### config.mk
export PLATFORM = sky130hd
export DESIGN_NAME = tt_mux_ctrl
export DESIGN_NICKNAME = d
export VERILOG_FILES = /design/src/rtl/tt_mux_pkg.sv /design/src/rtl/tt_sync2.sv /design/src/rtl/tt_mux_ctrl.sv
export SDC_FILE = /design/constraint.sdc
export NUM_CORES = 1
export LEC_CHECK = 0
export ABC_AREA = 1
export ABC_CLOCK_PERIOD_IN_PS = 1990
export CELL_PAD_IN_SITES_DETAIL_PLACEMENT = 1
export CELL_PAD_IN_SITES_GLOBAL_PLACEMENT = 1
export CORE_AREA = 2 2 181 183
export CTS_CLUSTER_SIZE = 8
export DETAILED_ROUTE_END_ITERATION = 6
export DIE_AREA = 0 0 183 185
export GPL_TIMING_DRIVEN = 0
export MAX_ROUTING_LAYER = met4
export PLACE_DENSITY = 0.71
export SYNTH_ARGS = -nofsm -noshare
export SYNTH_HDL_FRONTEND = slang
export SYNTH_SLANG_ARGS = --single-unit
export TNS_END_PERCENT = 20
### constraint.sdc
create_clock -name clk -period 1.99 [get_ports clk]
set_input_delay 0.398 -clock clk [delete_from_list [all_inputs] [get_ports clk]]
set_output_delay 0.398 -clock clk [all_outputs]
set_load 0.02 [all_outputs]
### src/rtl/tt_mux_pkg.sv
// Shared widths and FSM state encoding for the muxperiment project-select controller.
package tt_mux_pkg;

  localparam int IW_W = 18;
  localparam int OW_W = 24;

  typedef enum logic [1:0] {
    IDLE   = 2'd0,
    GUARD  = 2'd1,
    ACTIVE = 2'd2
  } state_e;

endpackage

### src/rtl/tt_sync2.sv
// Two-flop synchronizer for one asynchronous pad control input.
module tt_sync2 (
  input  logic clk,
  input  logic rst_n,
  input  logic d,
  output logic q
);

  logic r_meta;
  logic r_sync;

  always_ff @(posedge clk or negedge rst_n) begin
    if (!rst_n) begin
      r_meta <= 1'b0;
      r_sync <= 1'b0;
    end else begin
      r_meta <= d;
      r_sync <= r_meta;
    end
  end

  assign q = r_sync;

endmodule

### src/rtl/tt_mux_ctrl.sv
// Project-select controller: address counter, guard-interval FSM, ena/iw gating
// and the registered ow return mux for the muxperiment wrapper array.
module tt_mux_ctrl
  import tt_mux_pkg::*;
#(
  parameter int NUM_PROJ     = 16,
  parameter int ADDR_W       = 4,
  parameter int GUARD_CYCLES = 4
) (
  input  logic                     clk,
  input  logic                     rst_n,
  input  logic                     sel_ena,
  input  logic                     sel_inc,
  input  logic                     sel_clr_n,
  input  logic [IW_W-1:0]          iw_in,
  input  logic [NUM_PROJ*OW_W-1:0] ow_bus,
  output logic [NUM_PROJ-1:0]      ena,
  output logic [IW_W-1:0]          iw_out,
  output logic [OW_W-1:0]          ow_out,
  output logic [ADDR_W-1:0]        addr,
  output logic                     busy
);

  localparam int                CNT_W     = (GUARD_CYCLES > 1) ? $clog2(GUARD_CYCLES) : 1;
  localparam logic [CNT_W-1:0]  CNT_INIT  = CNT_W'(GUARD_CYCLES - 1);
  localparam logic [ADDR_W-1:0] ADDR_LAST = ADDR_W'(NUM_PROJ - 1);

  logic        w_ena_s;
  logic        w_inc_s;
  logic        w_clr_n_s;
  logic        w_inc_rise;
  logic        w_addr_chg;
  logic        w_cnt_load;
  logic        w_active;
  logic        w_in_range;

  logic [ADDR_W-1:0] r_addr;
  logic [ADDR_W-1:0] w_addr_nxt;
  logic              r_inc_d;
  logic [CNT_W-1:0]  r_cnt;
  state_e            r_state;
  state_e            w_state_nxt;
  logic [OW_W-1:0]   r_ow;

  tt_sync2 u_sync_ena (.clk(clk), .rst_n(rst_n), .d(sel_ena),   .q(w_ena_s));
  tt_sync2 u_sync_inc (.clk(clk), .rst_n(rst_n), .d(sel_inc),   .q(w_inc_s));
  tt_sync2 u_sync_clr (.clk(clk), .rst_n(rst_n), .d(sel_clr_n), .q(w_clr_n_s));

  assign w_inc_rise = w_inc_s & ~r_inc_d;

  // Clear dominates; an increment edge seen while clear is held is discarded.
  always_comb begin
    w_addr_nxt = r_addr;
    if (!w_clr_n_s) begin
      w_addr_nxt = '0;
    end else if (w_inc_rise) begin
      w_addr_nxt = (r_addr == ADDR_LAST) ? '0 : r_addr + 1'b1;
    end
  end

  // Looking at the next address lets the FSM leave ACTIVE on the same edge the
  // address moves, so ena never decodes the new address before its guard.
  assign w_addr_chg = (w_addr_nxt != r_addr);

  always_ff @(posedge clk or negedge rst_n) begin
    if (!rst_n) begin
      r_addr  <= '0;
      r_inc_d <= 1'b0;
    end else begin
      r_addr  <= w_addr_nxt;
      r_inc_d <= w_inc_s;
    end
  end

  always_ff @(posedge clk or negedge rst_n) begin
    if (!rst_n) begin
      r_state <= IDLE;
    end else begin
      r_state <= w_state_nxt;
    end
  end

  always_comb begin
    w_state_nxt = r_state;
    w_cnt_load  = 1'b0;
    case (r_state)
      IDLE: begin
        if (w_ena_s) begin
          w_state_nxt = GUARD;
          w_cnt_load  = 1'b1;
        end
      end
      GUARD: begin
        if (!w_ena_s) begin
          w_state_nxt = IDLE;
        end else if (w_addr_chg) begin
          w_cnt_load  = 1'b1;
        end else if (r_cnt == '0) begin
          w_state_nxt = ACTIVE;
        end
      end
      ACTIVE: begin
        if (!w_ena_s) begin
          w_state_nxt = IDLE;
        end else if (w_addr_chg) begin
          w_state_nxt = GUARD;
          w_cnt_load  = 1'b1;
        end
      end
      default: begin
        w_state_nxt = IDLE;
      end
    endcase
  end

  always_ff @(posedge clk or negedge rst_n) begin
    if (!rst_n) begin
      r_cnt <= '0;
    end else if (w_cnt_load) begin
      r_cnt <= CNT_INIT;
    end else if (r_state == GUARD && r_cnt != '0) begin
      r_cnt <= r_cnt - 1'b1;
    end
  end

  always_comb begin
    w_active   = (r_state == ACTIVE);
    w_in_range = (int'(r_addr) < NUM_PROJ);
    ena        = (w_active && w_in_range) ? (NUM_PROJ'(1) << r_addr) : '0;
    iw_out     = w_active ? iw_in : '0;
    busy       = (r_state == GUARD);
  end

  // Zero on the first ACTIVE cycle because the register still sees GUARD.
  always_ff @(posedge clk or negedge rst_n) begin
    if (!rst_n) begin
      r_ow <= '0;
    end else if (w_active && w_in_range) begin
      r_ow <= ow_bus[OW_W*r_addr +: OW_W];
    end else begin
      r_ow <= '0;
    end
  end

  assign ow_out = r_ow;
  assign addr   = r_addr;

endmodule

Word-level counts from Yosys, hierarchy flattened. Index checks and enable logic that the tools add are counted.

Flip-flop bits (word level): 39. Bits of input ports: 407. Output and inout bits: 63. Logic and storage cells: 52.

Add/sub/neg operators: 2. $mul: 1. Equal/unequal tests: 8. Shift operators: 2. Multiplexer cells: 19. Bitwise operators: 2. Reductions and logical operators: 7.

Operators with widths (number): $shiftx 384x10->24 (1); $mux 24 (1); $mux 18 (1); $mux 16 (1); $mux 2 (8); $shl 1x4->16 const A (1); $mux 4 (3); $ne 3x3->1 const B (3); $mul 2x4->6 const A (1); $pmux 2 s3 (1); $add 4x1->4 const B (1); $eq 4x4->1 const B (1); $logic_not 2->1 (2); $ne 4x4->1 (1); $reduce_and 4->1 (1); $reduce_bool 2->1 (2); $mux 1 (3); $eq 2x1->1 const B (1); $eq 2x2->1 const B (1); $ne 2x1->1 const B (1); $pmux 1 s2 (1); $reduce_or 2->1 (1); $sub 2x1->2 const B (1); $and 1x1->1 (1); 2 further kinds (2).

Longest topological paths before layout.
Word-level depth: 9. Gate-level depth with buffers: 17. Gate-level depth less buffers: 14.

Modules after synthesis. A second synthesis with hierarchy kept.

Cells, all modules: 826. Area total of the unflattened synthesis: 4986.0 um^2.

Modules (own cells, without submodules): tt_mux_ctrl (instances 1, cells each 820, area an instance 4835.9 um^2, sequential area each 825.8 um^2); tt_sync2 (instances 3, cells each 2, area an instance 50.0 um^2, sequential area each 50.0 um^2).

Worst setup path before layout. OpenSTA, ideal clock, no wires.

Path kind: register to register. Start point: reg r_addr[2] (netlist: addr[2]). End point: reg r_state[0]. Setup time: 117 ps. Arrival: 2105 ps. Required time: 1873 ps. Setup slack: -232 ps. Cell stages (with the launch flop): 17. Buffers on the path: 2. Period minus slack after synthesis: 2222 ps. Cell sequence: dfrtp_1 inv_1 buf_2 buf_2 ha_1 inv_1 nand3_1 nand2_1 nand3_1 nand2_1 nand2_1 nor2_2 nand2_1 nand2_2 nand3_2 nand2_1 nand2_1.

Longest elaborated chain between the ends: 7. Elaborated cells on any way between the ends: 9. Those cells by class: add/sub: 1; eq/ne: 4; mux: 3; reduce/logical: 1.

Ends and longest elaborated chain: from (decl) (line tt_mux_ctrl.sv:37) `logic [ADDR_W-1:0] r_addr;`; from (signal assigned) (line tt_mux_ctrl.sv:70) `r_addr <= w_addr_nxt;`; $add 4x1->4 or $eq 4x4->1 (tied branches) (line tt_mux_ctrl.sv:57) `w_addr_nxt = (r_addr == ADDR_LAST) ? '0 : r_addr + 1'b1;`; $mux 4 (line tt_mux_ctrl.sv:57); $mux 4 (line tt_mux_ctrl.sv:56) `end else if (w_inc_rise) begin`; $mux 4 (line tt_mux_ctrl.sv:54) `if (!w_clr_n_s) begin`; $ne 4x4->1 * (line tt_mux_ctrl.sv:63) `assign w_addr_chg = (w_addr_nxt != r_addr);`; $ne 3x3->1 (no source line); $reduce_and 4->1 (no source line) *; to (signal assigned) (line tt_mux_ctrl.sv:79) `r_state <= w_state_nxt;`; to (decl) (line tt_mux_ctrl.sv:41) `state_e r_state;`.

Every way passes the cells marked *; elsewhere a longest branch is shown, timed or not. A chain may end at the register's enable or synchronous reset.

Final worst setup path.
Start point: reg r_addr[0] (netlist: addr[0]). End point: reg r_ow[12] (netlist: ow_out[12]).

Longest elaborated chain between the ends: 3.

Ends and longest elaborated chain: $mul 2x4->6 (line tt_mux_ctrl.sv:139) `r_ow <= ow_bus[OW_W*r_addr +: OW_W];`; $shiftx 384x10->24 (line tt_mux_ctrl.sv:139); $mux 24 (line tt_mux_ctrl.sv:138) `end else if (w_active && w_in_range) begin`; to (signal assigned) (line tt_mux_ctrl.sv:139); to (decl) (line tt_mux_ctrl.sv:43) `logic [OW_W-1:0] r_ow;`.

Every way passes these cells.

==> results.cfg <==
[die]
initial_standard_cell_utilization_of_the_core_pct = 15.68
core_area_um2 = 32040
chipHeight_um = 185
rows = 66
floorplan.io_pins = 470
design.die.area_um2 = 33860
die_w_um = 183

[clock_tree]
clock_tree.root_cell = sky130_fd_sc_hd__clkbuf_16
cts_sinks = 39
worst_skew_pair.late_latency_ns = 0.30
tritoncts = yes
holdBufCountCts = 0
cts_made_buffers = 5
clockBufferDepth = 2
level_count_of_the_clock_h_tree = 2
cts.clk_slew.worst_paths_ns = 0.07

[logic_synthesis]
synth_top_area_share_pct = 19.43
synth-async-reset-ratio_pct = 100.0
post_synth_inst_count = 822
ys_seq_elements = 39
yosysMostFrequentCell = sky130_fd_sc_hd__nor2_1
synthesis.nets = 1240
yosys_most_used_dff = sky130_fd_sc_hd__dfrtp_1
synth.yosys.warnings = 0
number_of_enable_flip_flop_cells_after_synthesis = 0
netlist_area_um2 = 5024
synth_area_leader_cell = sky130_fd_sc_hd__dfrtp_1
synth.distinct_cells = 29
synth_sequential_area_ratio_pct = 19.43
synth_top_cells_by_count = 208 x sky130_fd_sc_hd__nor2_1, 195 x sky130_fd_sc_hd__o21ai_0, 72 x sky130_fd_sc_hd__o221ai_1
syn_avg_cell_area_um2 = 6.111
synth_area_leaders = sky130_fd_sc_hd__dfrtp_1 19%, sky130_fd_sc_hd__o21ai_0 19%, sky130_fd_sc_hd__nor2_1 16%

[placed_design]
preCtsSetupSlack_ns = -0.9574
place.gp.congestion = 0.8961
placedCellCount = 1700
dp_hpwl_um = 36560
placement.io_buffers = 469

[critical_path]
cp-startpoint = addr[0]
crit-reg2reg-capture = ow_out[12]
worstReg2RegStart = addr[0]
path_class = reg -> reg
worst_ep_arrival_time_ns = 2.19
critical_path_required_ns = 2.13
crit_end = ow_out[12]
worstSetupEndpointType = register
cell_breakdown_of_the_critical_path = buf_8, clkbuf_2, o21ai_1, o22ai_1, o211ai_1, a21oi_1
cpMaxStageDelayCell = sky130_fd_sc_hd__dfrtp_2
worst_setup_start_kind = register
critical_path_peak_fanout = 10
critical-path-max-stage-delay_ns = 0.48
worst-r2r-cell-count = 6
rrSetupSlack_ns = -0.06

[global_route]
global_route.overflow_total = 0
grtUsageMet2_pct = 47.67
grt_pass1_wl_um = 62680
grt_antenna_before_repair = 2
global_route.usage.met1_pct = 30.39
peak_usage_layer_in_the_global_routing_report = met2
grt.total_usage_pct = 26.51
first_global_vias = 9089
use_met3_pct = 4.503
largest_net_degree_at_the_start_of_global_routing = 22

[routing]
wirelength_um = 45300
post_drt_via_cell_ratio = 4.894
postRouteAntennaNets = 0
vias = 8530
first_pass_iters = 5
avgRoutedWirePerCell_um = 25.99
drc = 0
detailedRoute.firstIterationViolations = 320

[run_status]
run_status = finished, violations left
failing_checks = negative setup slack

[timing]
fmax_mhz = 488.5
report.final.hold_viol_count = 0
rsz0062_at_grt = true
final-max-slew-violation-count = 0
finalSetupViolCount = 6
timing.clock.skew_ns = 0.01131
worst_slew_pin_slew_ns = 0.6740
fin_setup_tns_ns = -0.1399
relSlewSlack_pct = 55.07
worst_slack_ns = -0.05697
period_minus_slack_ns = 2.047
min_period_over_period_pct = 102.9
hold-worst-slack_ns = 0.05475

[power_and_ir_drop]
pwr_cell_area_nw_per_um2 = 458.0
static_leakage_nw = 4.501
irDropWorstVdd_uv = 293.8

[cells_and_area]
fraction_of_layout_instances_using_a_drive_strength_above_1_pct = 16.89
stdcell_count = 1743
layout.area.seq_um2 = 979.7
fin_nets = 1749
n_fill_cell = 3902
layout-area-overhead-vs-synth_pct = 123.3
multi_input_area_um2 = 3766
final_core_util_pct = 35.02

[hold_path]
holdCritPathClass = in -> async

[flow_run]
max-cap-violations = 0
[state kept, by name, summed over array words and instances, names as in the netlist]
signal	count
ow_out	24
addr	4
r_cnt	2
r_state	2
r_inc_d	1
u_sync_clr.q	1
u_sync_clr.r_meta	1
u_sync_ena.q	1
u_sync_ena.r_meta	1
u_sync_inc.q	1
u_sync_inc.r_meta	1
[cells in the final DEF, fill, tap and decap left out, types with 25 or more instances in the layout]
master / n
sky130_fd_sc_hd__clkdlybuf4s50_1: 431
sky130_fd_sc_hd__nor2_1: 190
sky130_fd_sc_hd__o21ai_0: 190
sky130_fd_sc_hd__o221ai_1: 67
sky130_fd_sc_hd__nand2_1: 50
sky130_fd_sc_hd__buf_4: 48
sky130_fd_sc_hd__dfrtp_1: 36
sky130_fd_sc_hd__inv_1: 33
sky130_fd_sc_hd__nand3_1: 28
sky130_fd_sc_hd__clkbuf_2: 25
[kinds of logic (layout without fill, tap and decap cells)]
group	Yosys count	count (layout)	share of synthesized area, %
AOI/OAI and AO/OA	328	328	40.20
and+or+nand+nor	317	317	25.63
buffers and inverters	125	635	11.66
DFF	39	39	19.43
adders and majority gates	11	11	2.740
xor gates and xnor gates	2	2	0.3488
other	0	3	0
[repair_timing]
action / CTS / global route
buffers inserted: 19 / 14
hold endpoints to repair: 0 / 0
endpoints found under the setup margin: 63 / 55
pin swaps: 17 / 19
gates resized for setup: 246 / 89
[per-layer routing]
metal | up-vias | wire [um]
li1 | 3937 | -
met3 | 60 | 2762
met1 | 4142 | 18320
met4 | 0 | 1166
met5 | - | 0
met2 | 391 | 23040
[critical path: cells and delay by family, from the launching register on]
family | cells | cell delay (ns)
compound gates | 4 | 1.00
flops | 1 | 0.48
buf+inv | 2 | 0.41
[worst min-delay path by stage]
stage / end / slack [ns] / cells after the start
floorplan: addr[0] / 0.10 / 0
global placement: u_sync_ena.q / 0.33 / 0
detailed placement: u_sync_clr.q / 0.34 / 0
CTS: r_cnt[0] / 0.06 / 1
global route: r_cnt[1] / 0.08 / 1
finish: r_cnt[1] / 0.05 / 1
[power by group]
| part | internal, W | switching [W] | total [W] |
|---|---|---|---|
| sequential | 0.000923 | 0.0000615 | 0.000984 |
| clock | 0.000464 | 0.000386 | 0.000850 |
| combinational | 0.00162 | 0.00168 | 0.00330 |
[cell type report]
type | instances | area share, %
Clock inverter | 3 | 0.1784
Timing Repair Buffer | 503 | 44.12
Antenna cell | 3 | 0.06691
Sequential cell | 39 | 8.732
Multi-Input combinational cell | 658 | 33.57
Buffer | 81 | 6.011
Inverter | 43 | 1.662
Clock buffer | 5 | 1.115
Tap cell | 408 | 4.550
[metrics by stage]
step                      instance area (um2)  total power [W]
final                                   11220         0.005139
after global routing                    11220         0.005442
after CTS                               10840         0.005007
after detailed placement                10300         0.003997
after global placement                  10290         0.003943
after floorplan                          5081         0.002217
Power figures use the tool's default switching activity.
==> variant 1: new RTL, same settings <==
Reset style: synchronous (`rst_n`), changed in 5 clocked blocks. Comments in the files are not updated.
--- a/src/rtl/tt_sync2.sv
+++ b/src/rtl/tt_sync2.sv
@@ -10,5 +10,5 @@
   logic r_sync;
 
-  always_ff @(posedge clk or negedge rst_n) begin
+  always_ff @(posedge clk) begin
     if (!rst_n) begin
       r_meta <= 1'b0;
--- a/src/rtl/tt_mux_ctrl.sv
+++ b/src/rtl/tt_mux_ctrl.sv
@@ -63,5 +63,5 @@
   assign w_addr_chg = (w_addr_nxt != r_addr);
 
-  always_ff @(posedge clk or negedge rst_n) begin
+  always_ff @(posedge clk) begin
     if (!rst_n) begin
       r_addr  <= '0;
@@ -73,5 +73,5 @@
   end
 
-  always_ff @(posedge clk or negedge rst_n) begin
+  always_ff @(posedge clk) begin
     if (!rst_n) begin
       r_state <= IDLE;
@@ -114,5 +114,5 @@
   end
 
-  always_ff @(posedge clk or negedge rst_n) begin
+  always_ff @(posedge clk) begin
     if (!rst_n) begin
       r_cnt <= '0;
@@ -133,5 +133,5 @@
 
   // Zero on the first ACTIVE cycle because the register still sees GUARD.
-  always_ff @(posedge clk or negedge rst_n) begin
+  always_ff @(posedge clk) begin
     if (!rst_n) begin
       r_ow <= '0;
Formal check against the unedited RTL: differs if rst_n is asserted again (counterexample within 4 cycles, from zero or initial values and one cycle with rst_n low); with rst_n held inactive, the same outputs for 10 cycles.
==> variant 1 against the unedited design <==
- first-iteration DRC count grew 3.8%
- wire length down 6.7%
- synthesized area down 4.0%
- highest routed layer unchanged
- setup slack improved by 0.057 ns
- sequential cell count unchanged
- count of clock-buffer cells in the layout is 2 higher
- largest cell class unchanged
- design area is 5.9% lower
Power is not compared: it rests on default switching activity, and its combinational part moved more than twofold at a synthesized area within 25%.
==> variant 1: results (changes against the unedited design) <==
Outcome
  • Status: completed (was finished with violations)

Min path
  • Worst Hold Class: reg2reg (was in2async)

Yosys
  • Compound-Gate Fraction of Synth Area: 0.400 (was 0.402)
  • Async S/R FF share, synth: 0 (was 1.00)
  • Post-synth cell types: 32 (was 29)
  • Seq/Total Area, Yosys: 0.162 (was 0.194)
  • Synth Warn #: 0 (unchanged)
  • Synth top area cells: o21ai_0 (19%), nor2_1 (17%), dfxtp_1 (16%) (was dfrtp_1 (19%), o21ai_0 (19%), nor2_1 (16%))
  • Syn Area/Cell: 5.56 um2 (was 6.11 um2)
  • Mux cell area share after synthesis: 0 (unchanged)
  • Post-synthesis xor/xnor area fraction: 0.00545 (was 0.00349)
  • Synthesized-area fraction occupied by adder cells: 0.0285 (was 0.0274)
  • Synth top cells by count: nor2_1 (216), o21ai_0 (184), nand2_1 (110) (was nor2_1 (208), o21ai_0 (195), o221ai_1 (72))
  • Prevailing post-synth register cell: dfxtp_1 (was dfrtp_1)
  • Post-Syn Nets: 1285 (was 1240)

Power and ir drop
  • Int Power: 2100 uW
  • Peak supply drop: 0.290 mV
  • Leak Pwr: 0.00420 uW

Place
  • Placer Congestion: 0.945 (was 0.896)
  • Total placed cells including tap cells: 1743 (was 1700)
  • Detailed Place HPWL: 35.2 mm (was 36.6 mm)
  • PortBufs: 468 (was 469)

Cells and area
  • Nets: 1775 (was 1749)
  • Non-Filler Instances: 1768 (was 1743)
  • Share of layout cells above drive strength 1: 0.116 (was 0.169)

Global routing
  • Vias in the first global route: 8954 (was 9089)
  • Largest net degree at the start of global routing: 12 (was 22)
  • All-Layer GR Usage: 0.243 (was 0.265)
  • First-pass GRT wire length: 58.3 mm (was 62.7 mm)
  • Initial antenna violation count: 2 (unchanged)

Clock tree
  • Clock transition at path regs: 0.06 ns
  • Clock buffer depth: 2 (unchanged)
  • H-tree depth: 2 (unchanged)
  • CTS buffer count: 5 (unchanged)
  • Root Buffer: clkbuf_16 (unchanged)

Worst setup path
  • Slowest stage delay, CP: 0.37 ns (was 0.48 ns)
  • Slowest cell on crit path: dfxtp_4 (was dfrtp_2)

Timing
  • Clk_skew: 0.00384 ns (was 0.0113 ns)
  • Max-slew headroom: 0.560 (was 0.551)

Die
  • Die ar.: 33900 um2 (unchanged)

Routing
  • Wire length per cell: 23.9 um (was 26.0 um)
  • Vias post-DR: 8454 (was 8530)
  • Initial DRC count: 332 (was 320)
## variant 1: cell count changes after synthesis, moves of 10 or more
cell      change
dfxtp_1      +39
dfrtp_1      -39
nand2_1      +49
a31oi_1      +24
o22ai_1      +35
nand3_1      -11
o211ai_1     -10
o221ai_1     -31
clkbuf_1     +11
o21ai_0      -11
a21oi_1      -12
## variant 1: path summary, 6_finish.rpt
path | depth (start not counted) | slack, ns | end | startpoint
hold / removal | 2 | 0.41 | u_sync_inc.q | u_sync_inc.r_meta
setup / recovery | 8 | 0.0005 | ow_out[20] | addr[0]
hold reg to reg | 2 | 0.41 | u_sync_inc.q | u_sync_inc.r_meta
setup reg to reg | 8 | 0.0005 | ow_out[20] | addr[0]
## variant 1: timing repair
action                     in CTS  in global routing
pin swaps                       6                  7
resized for setup             172                 58
setup buffers                  14                  1
setup endpoints to repair      64                 52
## variant 1: logic make-up after synthesis
kind of cell | Yosys count
flip-flops | 39
adder cells (fa/ha/maj) | 11
buffers and inverters | 128
AND/OR/NAND/NOR | 359
XOR/XNOR | 3
AO/OA/AOI/OAI | 327
## variant 1: metal layers
metal | track usage | part of all wire | vias up
met5 | - | 0 | -
met4 | 0.0726 | 0.029 | 0
met3 | 0.0405 | 0.059 | 49
met2 | 0.427 | 0.49 | 362
met1 | 0.285 | 0.42 | 4041
li1 | - | - | 4002
## variant 1: final cells by class
cell class,count,area [um2]
Clock inverter,1,5.00
Sequential cell,39,793
Clock buffer,7,133
Fill cell,3983,21500
Timing Repair Buffer,483,4720
Antenna cell,2,5.00
Tap cell,408,510
Multi-Input combinational cell,700,3690
Inverter,48,200
Buffer,80,510
## variant 1: per-stage QoR
stage / utilization / cell area (um2) / setup WS [ns] / hold WS (ns)
finish: 0.330 / 10600 / 0.000531 / 0.411
global route: 0.330 / 10600 / -0.141 / 0.443
CTS: 0.328 / 10500 / -0.0358 / 0.418
detailed placement: 0.314 / 10100 / -0.922 / 0.400
global placement: 0.314 / 10100 / -0.917 / 0.400
floorplan: - / 4860 / 0.00335 / 0.390
## variant 1: critical path: cells and delay by family, from the launching register on
| family | cells | cell delay (ns) |
|---|---|---|
| compound gates | 3 | 0.66 |
| buf+inv | 4 | 0.65 |
| flops | 1 | 0.37 |
| simple gates | 1 | 0.24 |
## variant 1: power by group through the flow
stage	registers, uW	logic [uW]	clock network, uW
6_report	810	1240	803
5_1_grt	813	1320	855
4_1_cts	812	1250	834
3_5_place_dp	829	1220	0
3_3_place_gp	827	1210	0
2_1_floorplan	830	249	0
==> variant 2: new RTL, same settings <==
Made on the original files. Change the parameter `GUARD_CYCLES` from 4 to 8.
--- a/src/rtl/tt_mux_ctrl.sv
+++ b/src/rtl/tt_mux_ctrl.sv
@@ -6,5 +6,5 @@
   parameter int NUM_PROJ     = 16,
   parameter int ADDR_W       = 4,
-  parameter int GUARD_CYCLES = 4
+  parameter int GUARD_CYCLES = 8
 ) (
   input  logic                     clk,
Check against the original RTL: not equivalent (a bounded check fails within 10 cycles, from zero or initial values and one cycle with rst_n low).
==> variant 2 against the unedited design <==
- the run still ends with negative setup slack left
- global-route usage is 1.5 points lower
- core utilization hardly changed
- sequential power is 4% higher
- design area hardly changed
- power is 4.3% higher
- wire length is 5.3% lower
- sequential cell count is 1 higher
- clock skew is 0.0065 ns lower
- fmax is 0.21% higher
- synthesized cell count is 0.97% higher
- setup slack better by 0.0044 ns
- synthesized area is 0.57% higher
- via count is 0.56% higher
- critical path type is now reg2out
- critical endpoint is now ena[8]
==> variant 2: results (changes against the unedited design) <==
Global routing
  • All-Layer GR Usage: 0.250 (was 0.265)
  • Vias in the first global route: 9252 (was 9089)
  • First-pass GRT wire length: 59.6 mm (was 62.7 mm)

Outcome
  • Status: finished with violations (unchanged)
  • Violated checks: negative setup slack (unchanged)

Worst setup path
  • Flop2flop setup slack: -0.04 ns (was -0.06 ns)
  • CP arrival: 1.64 ns (was 2.19 ns)
  • R2r endpoint: ow_out[19] (was ow_out[12])

Yosys
  • Synth top cells by count: nor2_1 (217), o21ai_0 (166), o221ai_1 (72) (was nor2_1 (208), o21ai_0 (195), o221ai_1 (72))
  • Synth top area cells: dfrtp_1 (20%), o21ai_0 (16%), nor2_1 (16%) (was dfrtp_1 (19%), o21ai_0 (19%), nor2_1 (16%))
  • Post-Syn Nets: 1249 (was 1240)
  • Seq/Total Area, Yosys: 0.198 (was 0.194)
  • Post-synth cell types: 25 (was 29)

Cells and area
  • Nets: 1759 (was 1749)
  • Share of layout cells above drive strength 1: 0.156 (was 0.169)

Power and ir drop
  • Seq pwr share: 0.190 (was 0.192)
  • Leak Pwr: 0.00458 uW (was 0.00450 uW)
  • NetSw: 2140 uW (was 2130 uW)
  • Comb pwr share: 0.621 (was 0.643)

Place
  • Placer Congestion: 0.890 (was 0.896)
  • Detailed Place HPWL: 34.8 mm (was 36.6 mm)
  • Pre-CTS setup slack: -1.43 ns (was -0.957 ns)
  • Cell Area, Placed: 10300 um2 (about the same)

Routing
  • Detailed Route WL: 42.9 mm (was 45.3 mm)

Timing
  • Clk_skew: 0.00483 ns (was 0.0113 ns)
  • Max-slew headroom: 0.553 (was 0.551)
  • Final Worst Setup Slack: -0.0526 ns (was -0.0570 ns)
  • Endpoints failing setup: 9 (was 6)
  • Setup TNS: -0.243 ns (was -0.140 ns)

Clock tree
  • Post-CTS Setup Repair Bufs: 27 (was 19)
  • Post-cts sizing count: 245 (was 246)
variant 2: cell types whose count changed after synthesis, moves of 6 or more:
| cell | before | now |
|---|---|---|
| nor2_2 | 6 | 0 |
| buf_2 | 30 | 21 |
| nor2_1 | 208 | 217 |
| o21ai_1 | 4 | 37 |
| o21ai_0 | 195 | 166 |
variant 2: through the flow:
stage                     hold WS (ns)  std cells  total power, uW
final                          0.00515       1752             5360
after floorplan                  0.102        830             2290
after global routing            0.0155       1751             5690
after CTS                      0.00660       1745             5360
after detailed placement         0.337       1708             4020
after global placement           0.337       1707             3960
variant 2: kinds of logic (layout without fill, tap and decap cells):
logic type               after synthesis  count (layout)  synth area share
other                                  0               3                 0
flip-flops                            40              40             0.198
XOR/XNOR                               2               2           0.00347
buffers and inverters                127             638             0.123
adder cells (fa/ha/maj)               12              12            0.0297
AO/OA/AOI/OAI                        336             336             0.403
AND/OR/NAND/NOR                      313             313             0.243
variant 2: area by class of cell:
| type | instances | area (um2) |
|---|---|---|
| Buffer | 81 | 683 |
| Sequential cell | 40 | 1000 |
| Clock buffer | 5 | 125 |
| Fill cell | 3931 | 20800 |
| Antenna cell | 3 | 7.51 |
| Timing Repair Buffer | 504 | 4950 |
| Multi-Input combinational cell | 663 | 3690 |
| Tap cell | 408 | 510 |
| Inverter | 45 | 199 |
| Clock inverter | 3 | 47.5 |
variant 2: layer usage:
layer	track usage	vias to the layer above	wire [um]
met5	-	-	0
met4	0.0979	0	1510
met3	0.0468	68	2630
met2	0.453	387	21900
met1	0.269	4141	16900
li1	-	3982	-
variant 2: worst max-delay path, cell delays in order, from the launching register on:
cell and delay [ns]:
dfrtp_2 0.46, buf_12 0.17, inv_12 0.06, buf_12 0.10, buf_12 0.10, ha_4 0.13, nand2_2 0.07, nor2_2 0.13
buf_6 0.13
